$ cat src/rtl/poly_result_readback_pkg.sv
// Shared definitions for the MAU result readback block: bus offsets,
// the buffered result entry and the bus-side FSM states.
package poly_result_readback_pkg;

  localparam int DEPTH_DEFAULT = 8;

  localparam logic [15:0] OFF_STATUS = 16'h0000;
  localparam logic [15:0] OFF_R0_HI  = 16'h0002;
  localparam logic [15:0] OFF_R0_LO  = 16'h0004;
  localparam logic [15:0] OFF_R1_HI  = 16'h0006;
  localparam logic [15:0] OFF_R1_LO  = 16'h0008;
  localparam logic [15:0] OFF_CNT    = 16'h000A;
  localparam logic [15:0] OFF_CTRL   = 16'h0010;

  // One captured MAU result pair, o1 in the upper half.
  typedef struct packed {
    logic [23:0] o1;
    logic [23:0] o0;
  } result_entry_t;

  typedef enum logic [1:0] {
    ST_IDLE,
    ST_READ,
    ST_WAIT_RDN,
    ST_WRITE
  } bus_state_e;

  // Upper byte of a 24-bit result, zero-extended onto the 16-bit bus.
  function automatic logic [15:0] hi_word(input logic [23:0] v);
    return {8'h00, v[23:16]};
  endfunction

endpackage

$ cat src/rtl/poly_result_readback_fifo.sv
// Synchronous result FIFO: 48-bit entries, push/pop/clear with clear
// taking priority, and a push into a full FIFO accepted only when a pop
// frees a slot in the same cycle.
module poly_result_readback_fifo
  import poly_result_readback_pkg::*;
#(
  parameter int DEPTH = DEPTH_DEFAULT
) (
  input  logic          clk_i,
  input  logic          rst_ni,
  input  logic          push_i,
  input  logic          pop_i,
  input  logic          clear_i,
  input  result_entry_t data_i,
  output result_entry_t head_o,
  output logic [4:0]    count_o,
  output logic          full_o,
  output logic          empty_o
);

  localparam int PW = $clog2(DEPTH);

  result_entry_t mem_q [DEPTH];
  logic [PW-1:0] wr_ptr_q, wr_ptr_d;
  logic [PW-1:0] rd_ptr_q, rd_ptr_d;
  logic [4:0]    count_q, count_d;
  logic          push_ok, pop_ok;

  assign full_o  = (count_q == 5'(DEPTH));
  assign empty_o = (count_q == 5'd0);
  assign count_o = count_q;
  assign head_o  = mem_q[rd_ptr_q];

  assign pop_ok  = pop_i & ~empty_o & ~clear_i;
  assign push_ok = push_i & ~clear_i & (~full_o | pop_ok);

  // Next pointer and occupancy; pointers wrap naturally at DEPTH.
  always_comb begin
    wr_ptr_d = wr_ptr_q;
    rd_ptr_d = rd_ptr_q;
    count_d  = count_q;
    if (clear_i) begin
      wr_ptr_d = '0;
      rd_ptr_d = '0;
      count_d  = '0;
    end else begin
      if (push_ok) wr_ptr_d = wr_ptr_q + 1'b1;
      if (pop_ok)  rd_ptr_d = rd_ptr_q + 1'b1;
      count_d = count_q + 5'(push_ok) - 5'(pop_ok);
    end
  end

  // Pointer and occupancy registers.
  always_ff @(posedge clk_i or negedge rst_ni) begin
    if (!rst_ni) begin
      wr_ptr_q <= '0;
      rd_ptr_q <= '0;
      count_q  <= '0;
    end else begin
      wr_ptr_q <= wr_ptr_d;
      rd_ptr_q <= rd_ptr_d;
      count_q  <= count_d;
    end
  end

  // Entry storage; contents are only meaningful below count, so no reset.
  always_ff @(posedge clk_i) begin
    if (push_ok) mem_q[wr_ptr_q] <= data_i;
  end

endmodule

$ cat src/rtl/poly_result_readback.sv
// Local-bus read side for the Dilithium MAU: captures result pairs into a
// FIFO and serves them, a status word and a capture counter to the host.
module poly_result_readback
  import poly_result_readback_pkg::*;
#(
  parameter int          DEPTH = DEPTH_DEFAULT,
  parameter logic [15:0] BASE  = 16'h0100
) (
  input  logic        clk,
  input  logic        rst_n,
  input  logic        poly_valid,
  input  logic [23:0] poly_mau_o0,
  input  logic [23:0] poly_mau_o1,
  input  logic [15:0] lbus_a,
  input  logic [15:0] lbus_di,
  input  logic        lbus_wrn,
  input  logic        lbus_rdn,
  output logic [15:0] lbus_do,
  output logic        rd_hit,
  output logic        fifo_empty,
  output logic        overflow
);

  localparam logic [15:0] A_STATUS = BASE + OFF_STATUS;
  localparam logic [15:0] A_R0_HI  = BASE + OFF_R0_HI;
  localparam logic [15:0] A_R0_LO  = BASE + OFF_R0_LO;
  localparam logic [15:0] A_R1_HI  = BASE + OFF_R1_HI;
  localparam logic [15:0] A_R1_LO  = BASE + OFF_R1_LO;
  localparam logic [15:0] A_CNT    = BASE + OFF_CNT;
  localparam logic [15:0] A_CTRL   = BASE + OFF_CTRL;

  bus_state_e    state_q, state_d;
  logic          prev_rdn_q, prev_wrn_q;
  logic          rd_fall, wr_rise;
  logic [15:0]   addr_q, wdata_q;
  logic [15:0]   lbus_do_q, lbus_do_d;
  logic          rd_hit_q, rd_hit_d;
  logic          overflow_q, overflow_d;
  logic [15:0]   capture_cnt_q, capture_cnt_d;
  logic          pop, clear;
  result_entry_t entry_in, head, head_rd;
  logic [4:0]    fifo_count;
  logic          fifo_full;

  assign rd_fall = prev_rdn_q & ~lbus_rdn;
  assign wr_rise = ~prev_wrn_q & lbus_wrn;

  assign entry_in = '{o1: poly_mau_o1, o0: poly_mau_o0};
  assign head_rd  = fifo_empty ? '0 : head;

  assign lbus_do  = lbus_do_q;
  assign rd_hit   = rd_hit_q;
  assign overflow = overflow_q;

  poly_result_readback_fifo #(
    .DEPTH(DEPTH)
  ) u_fifo (
    .clk_i  (clk),
    .rst_ni (rst_n),
    .push_i (poly_valid),
    .pop_i  (pop),
    .clear_i(clear),
    .data_i (entry_in),
    .head_o (head),
    .count_o(fifo_count),
    .full_o (fifo_full),
    .empty_o(fifo_empty)
  );

  // Bus FSM state register; reset lands in WAIT_RDN so a strobe still held low across reset is never taken as a new read.
  always_ff @(posedge clk or negedge rst_n) begin
    if (!rst_n) state_q <= ST_WAIT_RDN;
    else        state_q <= state_d;
  end

  // Bus FSM transitions; a read wins over a write seen in the same cycle.
  always_comb begin
    state_d = state_q;
    unique case (state_q)
      ST_IDLE: begin
        if (rd_fall)      state_d = ST_READ;
        else if (wr_rise) state_d = ST_WRITE;
      end
      ST_READ:     state_d = ST_WAIT_RDN;
      ST_WAIT_RDN: if (lbus_rdn) state_d = ST_IDLE;
      ST_WRITE:    state_d = ST_IDLE;
      default:     state_d = ST_IDLE;
    endcase
  end

  // Bus FSM outputs: read decode with pop on R1_LO, and CTRL clear on write commit.
  always_comb begin
    lbus_do_d = lbus_do_q;
    rd_hit_d  = rd_hit_q;
    pop       = 1'b0;
    clear     = 1'b0;
    unique case (state_q)
      ST_READ: begin
        rd_hit_d = 1'b1;
        case (addr_q)
          A_STATUS: lbus_do_d = {overflow_q, 7'b0, 3'b0, fifo_count};
          A_R0_HI:  lbus_do_d = hi_word(head_rd.o0);
          A_R0_LO:  lbus_do_d = head_rd.o0[15:0];
          A_R1_HI:  lbus_do_d = hi_word(head_rd.o1);
          A_R1_LO: begin
            lbus_do_d = head_rd.o1[15:0];
            pop       = 1'b1;
          end
          A_CNT:    lbus_do_d = capture_cnt_q;
          A_CTRL:   lbus_do_d = 16'h0000;
          default:  rd_hit_d  = 1'b0;
        endcase
      end
      ST_WRITE: begin
        if (addr_q == A_CTRL && wdata_q[0]) clear = 1'b1;
      end
      default: ;
    endcase
  end

  // Capture counter and sticky overflow; clear overrides any same-cycle capture.
  always_comb begin
    capture_cnt_d = capture_cnt_q;
    overflow_d    = overflow_q;
    if (clear) begin
      capture_cnt_d = '0;
      overflow_d    = 1'b0;
    end else if (poly_valid) begin
      capture_cnt_d = capture_cnt_q + 16'd1;
      if (fifo_full && !(pop && !fifo_empty)) overflow_d = 1'b1;
    end
  end

  // Strobe history, latched bus access, read data and status registers.
  always_ff @(posedge clk or negedge rst_n) begin
    if (!rst_n) begin
      prev_rdn_q    <= 1'b1;
      prev_wrn_q    <= 1'b1;
      addr_q        <= '0;
      wdata_q       <= '0;
      lbus_do_q     <= '0;
      rd_hit_q      <= 1'b0;
      overflow_q    <= 1'b0;
      capture_cnt_q <= '0;
    end else begin
      prev_rdn_q <= lbus_rdn;
      prev_wrn_q <= lbus_wrn;
      if (state_q == ST_IDLE && (rd_fall || wr_rise)) begin
        addr_q  <= lbus_a;
        wdata_q <= lbus_di;
      end
      lbus_do_q     <= lbus_do_d;
      rd_hit_q      <= rd_hit_d;
      overflow_q    <= overflow_d;
      capture_cnt_q <= capture_cnt_d;
    end
  end

endmodule

$ cat config.mk
export PLATFORM = sky130hd
export DESIGN_NAME = poly_result_readback
export DESIGN_NICKNAME = d
export VERILOG_FILES = /design/src/rtl/poly_result_readback_pkg.sv /design/src/rtl/poly_result_readback_fifo.sv /design/src/rtl/poly_result_readback.sv
export SDC_FILE = /design/constraint.sdc
export NUM_CORES = 1
export LEC_CHECK = 0
export ABC_AREA = 1
export BUFFER_PORTS_ARGS = -buffer_cell sky130_fd_sc_hd__buf_4
export CAP_MARGIN = 20
export CELL_PAD_IN_SITES_DETAIL_PLACEMENT = 0
export CELL_PAD_IN_SITES_GLOBAL_PLACEMENT = 1
export CORE_MARGIN = 2
export CORE_UTILIZATION = 35
export CTS_BUF_LIST = sky130_fd_sc_hd__clkbuf_2 sky130_fd_sc_hd__clkbuf_4 sky130_fd_sc_hd__clkbuf_8
export DETAILED_ROUTE_END_ITERATION = 10
export GPL_ROUTABILITY_DRIVEN = 1
export PLACE_DENSITY = 0.6
export SLEW_MARGIN = 20
export SYNTH_ARGS = -nofsm -noshare
export SYNTH_HDL_FRONTEND = slang
export SYNTH_SLANG_ARGS = --single-unit
$ cat constraint.sdc
create_clock -name clk -period 11.44 [get_ports clk]
set_input_delay 2.288 -clock clk [delete_from_list [all_inputs] [get_ports clk]]
set_output_delay 2.288 -clock clk [all_outputs]
set_load 0.01 [all_outputs]
==> qor.csv <==
stage,metric,value,unit
die,Ports,104,
routing,Via density,4.68,
clock_network,"Reg clk slew, reported paths",60,ps
timing,Final setup viols,0,
timing,RSZ-0062 raised after global routing,no,
critical_path,r2r startpoint,addr_q[13],
placement,Place WS,6670,ps
pwr,combinational power share,13.8,%
flow_run,Max Cap Viol,0,
critical_path,reg2reg setup slack,7640,ps
synthesis,Synth Instances,1927,
hold_path,hold_sp,addr_q[14],
cells_and_area,synth-to-layout area growth,14.9,%
grt,first-pass GRT wire length,78100,um
critical_path,Startpoint Class,flop,
placement,PortBufs,88,
die,Core ar.,55200,um^2
clock_network,Clock Sinks,450,
critical_path,WS Path Type,flop to output port,
die,Die Wd,241,um
routing,DRC Markers,0,
cells_and_area,filler cell count,5379,
clock_network,TritonCTS Buffers,80,
synthesis,Seq cells post-synth,450,
synthesis,Synth warnings,0,
grt,All-Layer GR Usage,18.0,%
timing,Worst-Margin Slew,989,ps
synthesis,syn_nets,2023,
pwr,Net Sw Power,0.00115,W
timing,"Slew Viols, Final",0,
clock_network,CTS resizes,0,
die,Chip Height,241,um
hold_path,hold depth,2,
cells_and_area,layout cell share with drive strength beyond 1,13.3,%
synthesis,Synth top cells by count,"nand2_1 (660), edfxtp_1 (384), nor2_1 (193)",
critical_path,FF-to-FF End,u_fifo.mem_q[5][27],
die,# rows,86,
cells_and_area,Final Util,40.8,%
pwr,sequential power share,50.8,%
grt,initial antenna violation count,4,
clock_network,setup bufs post-CTS,0,
grt,total gr overflow,0,
timing,f_max,0.242,GHz
grt,pin count of the biggest net entering global routing,118,
placement,hpwl dp,27000,um
routing,Pre-antenna DRT Iters,7,
timing,final worst path period need,4130,ps
pwr,Static Leak,9.41,nW
die,die area,57900,um^2
die,Starting Density,35.5,%
critical_path,Worst Path Max Fanout,5,
timing,Hold Fails Final Rpt,0,
synthesis,"Top FF cell, synth",edfxtp_1,
grt,number of global-route vias before repair,13200,
critical_path,critical path required time,9150,ps
pwr,Sw Share,27.7,%
routing,WL/cell,17.8,um
placement,gpl congestion,0.780,
clock_network,hold buffers post-CTS,0,
pwr,Clk pwr share,35.4,%
timing,final worst slack,7310,ps
cells_and_area,register area,13200,um^2
critical_path,arrival time worst endpoint,1840,ps
timing,Max Clock Skew,30.4,ps
routing,Routed Antenna Nets,0,
synthesis,Synth top area share,58.9,%
routing,via count,13300,
synthesis,number of synthesized flops with an enable pin,384,
cells_and_area,nets@finish,2121,
pwr,P_int,0.00301,W
clock_network,clk buf depth,3,
cells_and_area,area of the multi-input gates,5380,um^2
timing,post-route setup TNS,0,ps
hold_path,Hold Path Class,flop to flop,
critical_path,worst-case reg-to-reg path depth,10,
clock_network,"Clk Latency, worst-skew pair",660,ps
hold_path,hold endpoint,addr_q[14],
synthesis,syn avg cell area,10.2,um^2
synthesis,Synth async-reset ratio,14.7,%
clock_network,# H-tree levels,3,
clock_network,CTS root buf,clkbuf_8,
synthesis,largest area contributor in the netlist,edfxtp_1,
synthesis,Post-Syn Area,19600,um^2
run_status,status,"complete, no violations",
routing,initial DRC count,844,
routing,routed wire length,50600,um
timing,Final Cycle Share,36.1,%
pwr,Power Dens Cells,185,nW/um^2
clock_network,CTS tree,done,
synthesis,Unique masters post-synth,39,
synthesis,top-count cell post-synth,nand2_1,
pwr,Max IR drop VDD,80.5,uV
timing,worst rel slew slack,34.1,%
critical_path,Crit. End Element,output port,
synthesis,"Seq/Total Area, Yosys",67.3,%
synthesis,largest cells by area after synthesis,"edfxtp_1 (59%), nand2_1 (13%), dfrtp_1 (8.0%), nor2_1 (3.7%), o21ai_0 (3.3%)",
## power by group through the flow
stage,clock network [W],logic [W],registers [W]
2_1_floorplan,0,0.000378,0.00213
6_report,0.00148,0.000574,0.00212
3_3_place_gp,0,0.000579,0.00214
4_1_cts,0.00153,0.000588,0.00212
5_1_grt,0.00159,0.000660,0.00214
3_5_place_dp,0,0.000586,0.00215
## worst max-delay path by stage
stage / from / endpoint / cells past startpoint
after floorplan: poly_valid / u_fifo.mem_q[1][0] / 5
after global placement: poly_valid / u_fifo.mem_q[5][41] / 6
after detailed placement: poly_valid / u_fifo.mem_q[5][27] / 6
after CTS: u_fifo.count_o[3] / fifo_empty / 5
after global routing: u_fifo.count_o[3] / fifo_empty / 5
final: u_fifo.count_o[2] / fifo_empty / 5
## layout make-up
type                    count  share of cell area, %
clock buffers             114                   6.08
repair buffers            104                   3.47
inverters                 171                   2.87
flip-flops and latches    450                   58.6
clock inverters            30                  0.890
well taps                 748                   4.16
diodes                      1                 0.0111
multi-input cells        1218                   23.9
## layout by cell type, fill, tap and decap left out, types with 12 or more instances in the layout
cell / instances
a21oi_1: 13
buf_4: 104
clkbuf_4: 32
clkbuf_8: 82
clkinv_1: 20
dfrtp_1: 60
edfxtp_1: 384
inv_1: 165
nand2_1: 660
nand3_1: 113
nand4_1: 22
nor2_1: 189
nor2_4: 12
o21ai_0: 130
## worst max-delay path, cell delays in order (launching register included)
cell and delay [ps]:
dfrtp_1 400, inv_1 120, ha_1 160, nand3_1 90
inv_1 230, buf_4 180
## through the flow
step | cell area (um^2) | hold WS (ps) | cells | total power (W)
after floorplan | 19600 | 450 | 1927 | 0.00251
after global placement | 20900 | 462 | 2691 | 0.00272
after detailed placement | 20900 | 466 | 2691 | 0.00273
after CTS | 22500 | 482 | 2835 | 0.00423
after global routing | 22500 | 499 | 2836 | 0.00439
final | 22500 | 477 | 2836 | 0.00417
## routing by layer
layer	up-vias	part of all wire, %	track usage [%]
met4	6	2.4	5.87
met2	311	45	28.8
li1	6559	-	-
met5	-	0.091	0
met1	6289	47	24.4
met3	96	5.4	3.95
## sequential cells by signal, indices dropped and copies added (netlist names)
name,flops
capture_cnt_q,16
addr_q,16
u_fifo.mem_q,384
prev_wrn_q,1
rd_hit,1
prev_rdn_q,1
lbus_do,16
u_fifo.count_o,5
wdata_q,1
u_fifo.wr_ptr_q,3
overflow,1
state_q,2
u_fifo.rd_ptr_q,3
## kinds of logic (layout without fill, tap and decap cells)
| logic type | count (synthesis) | count (layout) | synth area share [%] |
|---|---|---|---|
| compound gates | 172 | 172 | 4.66 |
| fa+ha+maj | 11 | 11 | 0.741 |
| flops | 450 | 450 | 67.3 |
| other cells | 0 | 1 | 0 |
| simple gates | 1027 | 1027 | 21.4 |
| buf+inv | 259 | 419 | 5.51 |
| xor+xnor | 8 | 8 | 0.358 |
(Power assumes the default switching activity.)
